===== src/rtl/elevator_request_queue.sv =====
// rtl/elevator_request_queue.sv - pending floor-call bitmap with SCAN-style direction recommendation
//
// Holds the floor calls that are still pending and tells the car which way to go next.
//
// Ports:
//   clk              system clock, all logic on the rising edge
//   reset            synchronous active-low reset
//   floor_req_valid  one-cycle request strobe
//   floor_req        requested floor, sampled with floor_req_valid
//   current_floor    car position
//   current_up_ndown car direction; monitored only
//   deassert_floor   disembark level from the car; only its rising edge clears a call
//   queue_status     pending-floor bitmap, bit i = floor i
//   queue_empty      queue_status == 0
//   next_up_ndown    recommended next direction, 1 = up, 0 = down
//   req_ack          one-cycle pulse, request accepted
//   req_err          one-cycle pulse, request rejected (floor out of range)
module elevator_request_queue #(
    parameter int NUM_FLOORS = 7,
    parameter int FLOOR_W    = 3
) (
    input  logic                  clk,
    input  logic                  reset,
    input  logic                  floor_req_valid,
    input  logic [FLOOR_W-1:0]    floor_req,
    input  logic [FLOOR_W-1:0]    current_floor,
    input  logic                  current_up_ndown,
    input  logic                  deassert_floor,
    output logic [NUM_FLOORS-1:0] queue_status,
    output logic                  queue_empty,
    output logic                  next_up_ndown,
    output logic                  req_ack,
    output logic                  req_err
);

    typedef enum logic [1:0] {
        ST_IDLE = 2'd0,
        ST_UP   = 2'd1,
        ST_DOWN = 2'd2
    } state_t;

    // One extra bit so NUM_FLOORS == 2**FLOOR_W still compares correctly.
    localparam logic [FLOOR_W:0] NUM_FLOORS_W = NUM_FLOORS[FLOOR_W:0];
    localparam logic [FLOOR_W-1:0] TOP_FLOOR  = FLOOR_W'(NUM_FLOORS - 1);

    logic                  deassert_q;
    logic                  clr_ev;
    logic                  req_in_range;
    logic                  set_ok;
    logic [NUM_FLOORS-1:0] set_mask;
    logic [NUM_FLOORS-1:0] clr_mask;
    logic [NUM_FLOORS-1:0] status_d;
    logic                  above;
    logic                  below;
    state_t                state_q;
    state_t                state_d;
    logic                  dir_d;

    // The car's own direction has no bearing on the decision; kept as a port for monitoring.
    logic unused_current_up_ndown;
    assign unused_current_up_ndown = current_up_ndown;

    assign clr_ev       = deassert_floor & ~deassert_q;
    assign req_in_range = ({1'b0, floor_req} < NUM_FLOORS_W);
    assign set_ok       = floor_req_valid & req_in_range;

    // An out-of-range current_floor matches no bit, so nothing is cleared for it.
    always_comb begin
        set_mask = '0;
        clr_mask = '0;
        above    = 1'b0;
        below    = 1'b0;
        for (int i = 0; i < NUM_FLOORS; i++) begin
            set_mask[i] = set_ok & (floor_req == FLOOR_W'(i));
            clr_mask[i] = clr_ev & (current_floor == FLOOR_W'(i));
            if (queue_status[i] && (FLOOR_W'(i) > current_floor)) above = 1'b1;
            if (queue_status[i] && (FLOOR_W'(i) < current_floor)) below = 1'b1;
        end
    end

    // Clear is applied after set: a passenger served at a floor cancels a same-cycle call there.
    assign status_d = (queue_status | set_mask) & ~clr_mask;

    always_ff @(posedge clk) begin
        if (!reset) begin
            queue_status <= '0;
            queue_empty  <= 1'b1;
            req_ack      <= 1'b0;
            req_err      <= 1'b0;
            deassert_q   <= 1'b0;
        end else begin
            queue_status <= status_d;
            queue_empty  <= (status_d == '0);
            req_ack      <= set_ok;
            req_err      <= floor_req_valid & ~req_in_range;
            deassert_q   <= deassert_floor;
        end
    end

    // Direction FSM: state register
    always_ff @(posedge clk) begin
        if (!reset) begin
            state_q       <= ST_IDLE;
            next_up_ndown <= 1'b1;
        end else begin
            state_q       <= state_d;
            next_up_ndown <= dir_d;
        end
    end

    // Direction FSM: next state; keeps sweeping the current way while calls remain ahead
    always_comb begin
        state_d = ST_IDLE;
        case (state_q)
            ST_IDLE: state_d = above ? ST_UP   : (below ? ST_DOWN : ST_IDLE);
            ST_UP:   state_d = above ? ST_UP   : (below ? ST_DOWN : ST_IDLE);
            ST_DOWN: state_d = below ? ST_DOWN : (above ? ST_UP   : ST_IDLE);
            default: state_d = ST_IDLE;
        endcase
    end

    // Direction FSM: output, registered alongside the state
    always_comb begin
        dir_d = 1'b1;
        case (state_d)
            ST_UP:   dir_d = 1'b1;
            ST_DOWN: dir_d = 1'b0;
            default: dir_d = (current_floor != TOP_FLOOR);
        endcase
    end

endmodule

===== config.mk =====
export PLATFORM = sky130hd
export DESIGN_NAME = elevator_request_queue
export DESIGN_NICKNAME = d
export VERILOG_FILES = /design/src/rtl/elevator_request_queue.sv
export SDC_FILE = /design/constraint.sdc
export NUM_CORES = 1
export LEC_CHECK = 0
export ABC_AREA = 1
export BUFFER_PORTS_ARGS = -buffer_cell sky130_fd_sc_hd__buf_2
export CAP_MARGIN = 30
export CORE_MARGIN = 2
export CORE_UTILIZATION = 44
export CTS_CLUSTER_SIZE = 24
export DETAILED_ROUTE_END_ITERATION = 10
export HOLD_SLACK_MARGIN = 0.1
export PLACE_DENSITY = 0.72
export SYNTH_ARGS = -nofsm -noshare
export SYNTH_HDL_FRONTEND = slang
export SYNTH_SLANG_ARGS = --single-unit

===== constraint.sdc =====
create_clock -name clk -period 1.5 [get_ports clk]
set_clock_uncertainty 0.15 [all_clocks]
set_input_delay 0.15 -clock clk [delete_from_list [all_inputs] [get_ports clk]]
set_output_delay 0.15 -clock clk [all_outputs]
set_load 0.02 [all_outputs]

==> results of run 1 <==
-- what timing repair did --
| item | CTS | global route |
|---|---|---|
| endpoints found under the hold margin | 10 | 0 |
| buffers inserted | 1 | 2 |
| hold buffers | 8 | 0 |
| pin swaps | 3 | 5 |
| gates resized for setup | 5 | 22 |
| setup endpoints to repair | 1 | 4 |
-- cell type report --
cell class	instances	area [um^2]
Fill cell	142	479
Multi-Input combinational cell	86	437
Timing Repair Buffer	45	328
Sequential cell	14	297
Inverter	24	91.3
Clock buffer	4	36.3
Tap cell	17	21.3
-- metal layers --
layer | vias up | wire length (um) | GRT usage
met2 | 31 | 1300 | 0.392
met1 | 424 | 928 | 0.279
met4 | 0 | 105 | 0.109
li1 | 477 | - | -
met5 | - | 0 | 0
met3 | 14 | 101 | 0.0437
-- cells in the mapped netlist, drive strengths merged --
master and number:
nand3 11, nor2 18, clkinv 2, a21boi 1, ha 1, a21oi 1
o21ai 10, nand2 42, dfxtp 14, nand4 2, inv 22
-- kinds of logic (layout without fill, tap and decap cells) --
family	after synthesis	in the layout	synth area share
fa+ha+maj	1	1	0.0162
flops	14	14	0.363
compound gates	12	12	0.0859
simple gates	73	73	0.418
buf+inv	24	73	0.117
-- report_power, final --
part	internal [mW]	total [mW]	switching, mW	leakage [nW]
combinational	0.115	0.262	0.148	0.528
sequential	0.390	0.399	0.00905	0.119
clock	0.148	0.287	0.140	0.0210
total	0.652	0.948	0.296	0.668
-- registers in the layout, summed over array words and instances (netlist names) --
signal,flops
req_err,1
state_q,2
queue_empty,1
next_up_ndown,1
queue_status,7
req_ack,1
deassert_q,1
-- stage by stage --
step                hold slack, ns  utilization  power (mW)
CTS                          0.136        0.682       0.911
finish                       0.137        0.716       0.948
global route                 0.171        0.716       0.993
floorplan                   0.0688            -       0.522
global placement             0.198        0.601       0.603
detailed placement           0.201        0.601       0.609
-- worst max-delay path, stage by stage, from the launching register on --
cell     delay (ns)
dfxtp_4        0.37
nand2_2        0.05
nand2_1        0.06
nand2_1        0.04
nand2_1        0.06
inv_1          0.05
nand3_2        0.09
nand2_2        0.05
nand2_2        0.07
inv_2          0.05
ha_4           0.25
inv_2          0.03
a21oi_2        0.09
o21ai_1        0.07
-- how the worst max path moves through the flow --
stage	slack [ns]	depth (start not counted)	to
floorplan	-0.05	13	next_up_ndown
global route	-0.18	13	next_up_ndown
CTS	-0.08	12	next_up_ndown
global placement	-0.09	13	next_up_ndown
detailed placement	-0.13	13	next_up_ndown
finish	-0.09	13	next_up_ndown
==> impl_metrics.py, run 1 <==
metrics = {
    "status": {
        "violations": "setup timing",
        "status": "finished with violations",
    },
    "critical_path": {
        "crit_required_ns": 1.53,
        "r2r-end": "next_up_ndown",
        "cp-end-kind": "register",
        "cp_max_fo": 3,
        "reg2reg_slack_ns": -0.09,
        "critical_path_class": "register to register",
        "critPathLaunch": "queue_status[6]",
        "r2r_start": "queue_status[6]",
        "cp.arrival_ns": 1.62,
        "rr_worst_depth": 13,
        "critPathLaunchType": "register",
    },
    "cts": {
        "cts.reportedPaths.clkPinSlew_ns": 0.10,
        "cts_root_buf": "clkbuf_4",
        "cts_buffers": 3,
        "cts_tree": "built",
        "clk_latency_ns": 0.29,
        "clockBufferDepth": 2,
        "cts_max_level": 1,
        "cts_sinks": 14,
    },
    "route": {
        "num_vias": 946,
        "totalWireLength_um": 2440,
        "first_iter_violations": 30,
        "drcViolationCount": 0,
        "via_per_inst": 4.98,
        "dr.pass1.iters": 4,
        "ant_nets": 0,
        "wire_per_inst_um": 12.8,
    },
    "sta": {
        "max_freq_mhz": 630,
        "setup_viol": 1,
        "worst_slack_ns": -0.0878,
        "rsz0062_at_grt": "true",
        "fin_crit_ns": 1.59,
        "max_slew.worst_pin.slew_ns": 0.265,
        "hold_viol": 0,
        "maxSlewHeadroom": 0.822,
        "finalCritPeriodShare": 1.06,
        "drv_slew": 0,
        "fin_setup_tns_ns": -0.0878,
    },
    "final_layout": {
        "drive_gt1_frac": 0.428,
        "fin_cells": 190,
        "design_area_mm2": 0.00121,
        "antenna_cells": 0,
        "final_cell_mix": "nand2_1 (37), buf_2 (18), buf_4 (17)",
        "fin_nets": 186,
        "syn_to_final_growth_pct": 56.7,
        "final_common_cell": "nand2_1",
    },
    "min_path": {
        "min_path_type": "input pin to register",
        "whs_path_depth": 4,
        "hp-start": "floor_req[2]",
        "hold_end": "queue_status[0]",
    },
    "synth": {
        "syn_avg_cell_area_um2": 6.23,
        "ys_seq_elements": 14,
        "ys_warn_count": 0,
        "yosysTopAreaCell": "dfxtp_1",
        "synthTopCellsByArea": "dfxtp_1 (36%), nand2_1 (18%), inv_1 (9.7%), nor2_1 (6.8%), nand3_1 (5.8%)",
        "yosysUniqueCellTypes": 16,
        "seq_area_frac_synth": 0.363,
        "syn_inst": 124,
        "synth_top_area_share": 0.363,
        "syn_nets": 136,
        "synth_area_um2": 772,
    },
    "power": {
        "vdd_drop_max_v": 0.000652,
        "cellPowerDensity_mw_per_mm2": 784,
        "p_leak_nw": 0.668,
    },
    "global_routing": {
        "grt_pass1_wl_um": 3460,
        "grt_overflow": 0,
        "antenna_found_initial": 0,
        "grt_pass1_vias": 814,
        "grt_max_degree": 9,
        "grt_usage": 0.232,
    },
    "floorplanning": {
        "placementRows": 15,
        "die_area_mm2": 0.00211,
        "start_util": 0.457,
        "pin_count": 22,
        "die_h_um": 45.9,
        "core-area_mm2": 0.00169,
        "die_x_um": 45.9,
    },
    "placement": {
        "dp_slack_ns": -0.129,
        "gp_congestion": 0.870,
        "placedCellCount": 175,
        "hpwl_um": 1520,
        "place_area_mm2": 0.00101,
        "port_buffers": 20,
    },
    "flow_run": {
        "drv_cap": 0,
    },
}
(Power assumes the default switching activity.)
==> run 2, diff against run 1 <==
- ABC_AREA: 1 -> not set
- PLACE_DENSITY: 0.72 -> 0.73
==> run 2 against run 1 <==
  * The run still ends with setup timing left
  * Combinational power is 8.4% lower
  * Flip-flop and latch count did not move
  * Final cell count is 22% lower
  * Sequential power is 2% higher
  * Synthesized cell count shrank 29%
  * Sequential share of layout area is 1.6 points higher
  * Die area fell by 4.3%
  * Hold slack worse by 0.018 ns
  * Register-to-register slack worse by 0.41 ns
  * Wire length is 3.6% higher
  * First-iteration DRC count is 10% lower
  * Largest power group unchanged
  * Highest routed layer unchanged
==> impl_metrics.py, run 2 <==
metrics = {
    "floorplanning": {
        "placementRows": 14,
        "die_area_mm2": 0.00202,
        "die_x_um": 44.9,
        "pin_count": 22,
        "start_util": 0.477,
        "die_h_um": 44.9,
        "core-area_mm2": 0.00154,
    },
    "critical_path": {
        "cp-end-kind": "register",
        "crit_path_top_delay_cell": "dfxtp_4",
        "cp.arrival_ns": 2.01,
        "worstPathCellList": "a2111oi_4 > nand3_1 > a221o_1 > a21oi_2 > ha_1 > o21ai_1 > nand2_1",
        "critPathLaunchType": "register",
        "critical_path_class": "register to register",
        "slowest_delay_ns": 0.36,
        "crit_family": "compound AO/OA/AOI/OAI gates",
        "worst-path-buf-inv": 0,
        "crit_required_ns": 1.51,
        "reg2reg_slack_ns": -0.50,
        "cp_max_fo": 3,
    },
    "final_layout": {
        "antenna_cells": 0,
        "biggestRegsByFlops": "queue_status: 7 flops, state_q: 2 flops",
        "largest-register": "queue_status",
        "final_common_cell": "buf_2",
        "largest_register_ffs": 7,
        "final_cell_mix": "buf_2 (20), buf_4 (15), dfxtp_1 (10)",
        "fin_nets": 146,
        "design_area_mm2": 0.00112,
        "drive_gt1_frac": 0.383,
        "syn_to_final_growth_pct": 52.6,
        "fillCellCount": 122,
    },
    "synth": {
        "syn_nets": 100,
        "syn_avg_cell_area_um2": 8.36,
        "ys_warn_count": 0,
        "synth.cells.most_frequent": "dfxtp_1 (14), o21ai_0 (10), nor2b_1 (8)",
        "synth-edff-count": 0,
        "synthTopCellsByArea": "dfxtp_1 (38%), nor2b_1 (6.8%), o21ai_0 (6.8%), nor2_1 (3.6%), a31oi_1 (3.4%)",
        "synth_most_common_cell": "dfxtp_1",
        "seq_area_frac_synth": 0.381,
        "yosysTopAreaCell": "dfxtp_1",
        "yosysUniqueCellTypes": 32,
        "synth_area_um2": 736,
        "syn_inst": 88,
        "ys_seq_elements": 14,
        "synth_top_area_share": 0.381,
        "synthArstFlopShare": 0,
        "ys.flop_type": "dfxtp_1",
    },
    "status": {
        "status": "finished with violations",
        "violations": "setup timing",
    },
    "sta": {
        "max_slew.worst_pin.slew_ns": 0.463,
        "fin_crit_ns": 2.00,
        "rsz0062_at_grt": "true",
        "setup_viol": 5,
        "maxSlewHeadroom": 0.689,
        "finalCritPeriodShare": 1.33,
        "fin_setup_tns_ns": -1.28,
        "hold_viol": 0,
        "drv_slew": 0,
        "worst_slack_ns": -0.502,
        "max_freq_mhz": 500,
    },
    "power": {
        "p_total_mw": 0.915,
        "p_leak_nw": 0.500,
        "vdd_drop_max_v": 0.000600,
        "cellPowerDensity_mw_per_mm2": 815,
    },
    "min_path": {
        "min_path_type": "input pin to register",
    },
    "cts": {
        "cts_max_level": 1,
        "clk_latency_ns": 0.27,
        "cts_tree": "built",
        "cts_buffers": 3,
        "cts_sinks": 14,
        "cts.reportedPaths.clkPinSlew_ns": 0.09,
        "clockBufferDepth": 2,
        "cts_root_buf": "clkbuf_4",
    },
    "route": {
        "totalWireLength_um": 2520,
        "num_vias": 918,
        "ant_nets": 0,
        "via_per_inst": 6.16,
        "dr.pass1.iters": 4,
        "wire_per_inst_um": 16.9,
        "first_iter_violations": 27,
        "drcViolationCount": 0,
    },
    "global_routing": {
        "grt_usage": 0.264,
        "antenna_found_initial": 0,
        "grt_max_degree": 13,
        "grt_pass1_wl_um": 3800,
        "grt_pass1_vias": 821,
        "grt_overflow": 0,
    },
    "placement": {
        "gp_congestion": 0.925,
        "hpwl_um": 1700,
        "place_area_um2": 972,
        "dp_slack_ns": -0.541,
        "port_buffers": 20,
    },
    "flow_run": {
        "drv_cap": 0,
    },
}
run 2: layer usage:
layer	vias to the layer above	wire, um	track usage
li1	423	-	-
met1	456	1050	0.325
met2	33	1310	0.458
met3	6	115	0.0480
met4	0	44	0.100
met5	-	0	0
run 2: cell type report:
cell class / count / area (um^2) / share of cell area
Clock buffer: 4 / 36.3 / 0.0323
Tap cell: 16 / 20.0 / 0.0178
Sequential cell: 14 / 293 / 0.261
Inverter: 2 / 7.51 / 0.00669
Timing Repair Buffer: 45 / 315 / 0.281
Multi-Input combinational cell: 68 / 450 / 0.401
run 2: through the flow:
stage	hold WS, ns	util	std cells
after floorplan	0.122	-	88
after global placement	0.229	0.631	135
after detailed placement	0.244	0.631	135
after CTS	0.00233	0.709	147
after global routing	0.130	0.728	149
final	0.119	0.728	149
run 2: worst paths after layout:
kind,startpoint,to,depth (start not counted)
setup reg to reg,queue_status[0],next_up_ndown,7
setup / recovery,queue_status[0],next_up_ndown,7
hold reg to reg,queue_status[1],queue_status[1],2
hold / removal,reset,queue_status[0],3
run 2: logic make-up (layout without fill, tap and decap cells):
| logic type | after synthesis | after routing | share of synthesized area |
|---|---|---|---|
| buf+inv | 6 | 51 | 0.0340 |
| simple gates | 34 | 34 | 0.253 |
| flops | 14 | 14 | 0.381 |
| compound gates | 32 | 32 | 0.301 |
| fa+ha+maj | 1 | 1 | 0.0170 |
| mux | 1 | 1 | 0.0136 |
run 2: what timing repair did:
| item | CTS | global route |
|---|---|---|
| hold endpoints to repair | 10 | 4 |
| endpoints found under the setup margin | 3 | 4 |
| resized for setup | 3 | 3 |
| pin swaps | 3 | 0 |
| buffers inserted | 3 | 0 |
| hold buffers | 6 | 2 |
run 2: report_power, final:
part	internal [mW]	switching, mW
registers	0.389	0.0156
logic	0.117	0.123
clock network	0.147	0.123
run 2: worst min-delay path: stages:
cell	delay, ns
buf_2	0.14
o21ai_0	0.15
nor2_1	0.08
==> run 3, diff against run 2 <==
- ABC_CLOCK_PERIOD_IN_PS: not set -> 1600
- clock period: 1.5 -> 1.6 ns (I/O delays scaled with it)
==> run 3 against run 2 <==
  * The flow still finishes with violations (setup timing)
  * Clock-buffer cell count is the same
  * Cell area grew 4.5%
  * Combinational power shrank 6%
  * Hold slack improved by 0.0018 ns
  * Total power down 9.5%
  * Flip-flop and latch count stayed put
  * Core utilization grew 3.2 points
==> impl_metrics.py, run 3 (same netlist as run 2, synthesis figures left out) <==
metrics = {
    "placement": {
        "placedCellCount": 133,
        "port_buffers": 20,
        "dp_slack_ns": -0.385,
        "hpwl_um": 1420,
        "gp_congestion": 0.880,
    },
    "final_layout": {
        "finish.utilization": 0.761,
        "fillCellCount": 105,
        "drive_gt1_frac": 0.383,
        "seq_area_um2": 293,
        "fin_nets": 146,
        "fin_cells": 149,
        "syn_to_final_growth_pct": 59.4,
        "antenna_cells": 0,
        "final_cell_mix": "buf_2 (17), buf_4 (15), dfxtp_1 (10)",
        "final_common_cell": "buf_2",
        "biggestRegsByFlops": "queue_status: 7 flops, state_q: 2 flops",
        "multi_input_area_um2": 494,
        "largest-register": "queue_status",
        "largest_register_ffs": 7,
    },
    "cts": {
        "cts_max_level": 1,
        "cts_root_buf": "clkbuf_4",
        "clk_latency_ns": 0.29,
        "cts_buffers": 3,
        "cts.reportedPaths.clkPinSlew_ns": 0.09,
        "clockBufferDepth": 2,
        "cts_sinks": 14,
        "cts_tree": "built",
    },
    "critical_path": {
        "crit_required_ns": 1.63,
        "critical_path_class": "register to register",
        "critPathLaunchType": "register",
        "reg2reg_slack_ns": -0.39,
        "r2r-end": "next_up_ndown",
        "rr_worst_depth": 7,
        "r2r_start": "queue_status[0]",
        "cp.arrival_ns": 2.02,
        "cp-end-kind": "register",
        "cp_max_fo": 3,
    },
    "flow_run": {
        "drv_cap": 0,
    },
    "global_routing": {
        "grt_pass1_vias": 834,
        "grt_usage": 0.243,
        "busiest_layer": "met2",
        "grt_util_met3": 0.0360,
        "grt_overflow": 0,
        "grt_max_degree": 9,
        "globalRouteMet2Util": 0.388,
        "met1_usage": 0.324,
        "grt_pass1_wl_um": 3660,
        "antenna_found_initial": 0,
    },
    "sta": {
        "worst_slack_ns": -0.389,
        "maxSlewHeadroom": 0.751,
        "fin_crit_ns": 1.99,
        "max_freq_mhz": 503,
        "hold_viol": 0,
        "max_slew.worst_pin.slew_ns": 0.368,
        "drv_slew": 0,
        "finalCritPeriodShare": 1.24,
        "rsz0062_at_grt": "true",
        "setup_viol": 3,
    },
    "min_path": {
        "hp-start": "floor_req[1]",
        "hold_end": "queue_status[3]",
        "min_path_type": "input pin to register",
        "whs_path_depth": 3,
    },
    "route": {
        "drcViolationCount": 0,
        "totalWireLength_um": 2280,
        "ant_nets": 0,
        "dr.pass1.iters": 4,
        "via_per_inst": 6.09,
        "num_vias": 908,
        "wire_per_inst_um": 15.3,
        "first_iter_violations": 39,
    },
    "status": {
        "status": "finished with violations",
        "violations": "setup timing",
    },
    "power": {
        "cellPowerDensity_mw_per_mm2": 706,
        "p_total_mw": 0.828,
        "vdd_drop_max_v": 0.000442,
        "p_leak_nw": 0.509,
    },
    "floorplanning": {
        "die_h_um": 44.9,
        "core-area_mm2": 0.00154,
        "die_area_mm2": 0.00202,
        "pin_count": 22,
        "start_util": 0.477,
        "placementRows": 14,
        "die_x_um": 44.9,
    },
}
[run 3: worst max-delay path: stages, from the launching register on]
cell and delay [ns]:
dfxtp_4 0.36, a2111oi_4 0.32, nand3_1 0.14, a221o_1 0.32
a21oi_2 0.15, ha_1 0.25, o21ai_1 0.12, nand2_1 0.06
[run 3: final cells by class]
| type | instances | share of cell area |
|---|---|---|
| tap | 16 | 0.0171 |
| timing repair buffer | 45 | 0.283 |
| multi-input combinational | 68 | 0.422 |
| clock buffer | 4 | 0.0224 |
| inverter | 2 | 0.00640 |
| sequential | 14 | 0.250 |
[run 3: worst max path at each step]
stage / end / start / cells past startpoint
after floorplan: next_up_ndown / queue_status[0] / 7
after global placement: next_up_ndown / queue_status[0] / 7
after detailed placement: next_up_ndown / queue_status[0] / 7
after CTS: next_up_ndown / queue_status[0] / 7
after global routing: next_up_ndown / queue_status[0] / 7
final: next_up_ndown / queue_status[0] / 7
[run 3: repair_timing]
action,in CTS,in global routing
hold buffers,11,0
setup buffers,0,2
gates resized for setup,2,15
hold endpoints to repair,10,0
pin swaps,8,6
endpoints found under the setup margin,3,6
[run 3: per-stage QoR]
stage,area (um^2),hold WS [ns],TNS (ns)
after detailed placement,957,0.258,-0.458
after global routing,1170,0.164,-0.708
after global placement,957,0.239,-0.425
after CTS,1100,0.121,-0.394
after floorplan,757,0.132,-0.332
final,1170,0.121,-0.421
[run 3: where the power goes]
part / switching (mW) / internal [mW] / total (mW)
clock network: 0.126 / 0.0971 / 0.223
logic: 0.117 / 0.109 / 0.226
registers: 0.0135 / 0.365 / 0.378
total: 0.256 / 0.571 / 0.828
[run 3: routing by layer]
layer / up-vias / share of wire
met3: 7 / 0.089
met1: 423 / 0.42
li1: 423 / -
met5: - / 0
met4: 0 / 0.020
met2: 55 / 0.47
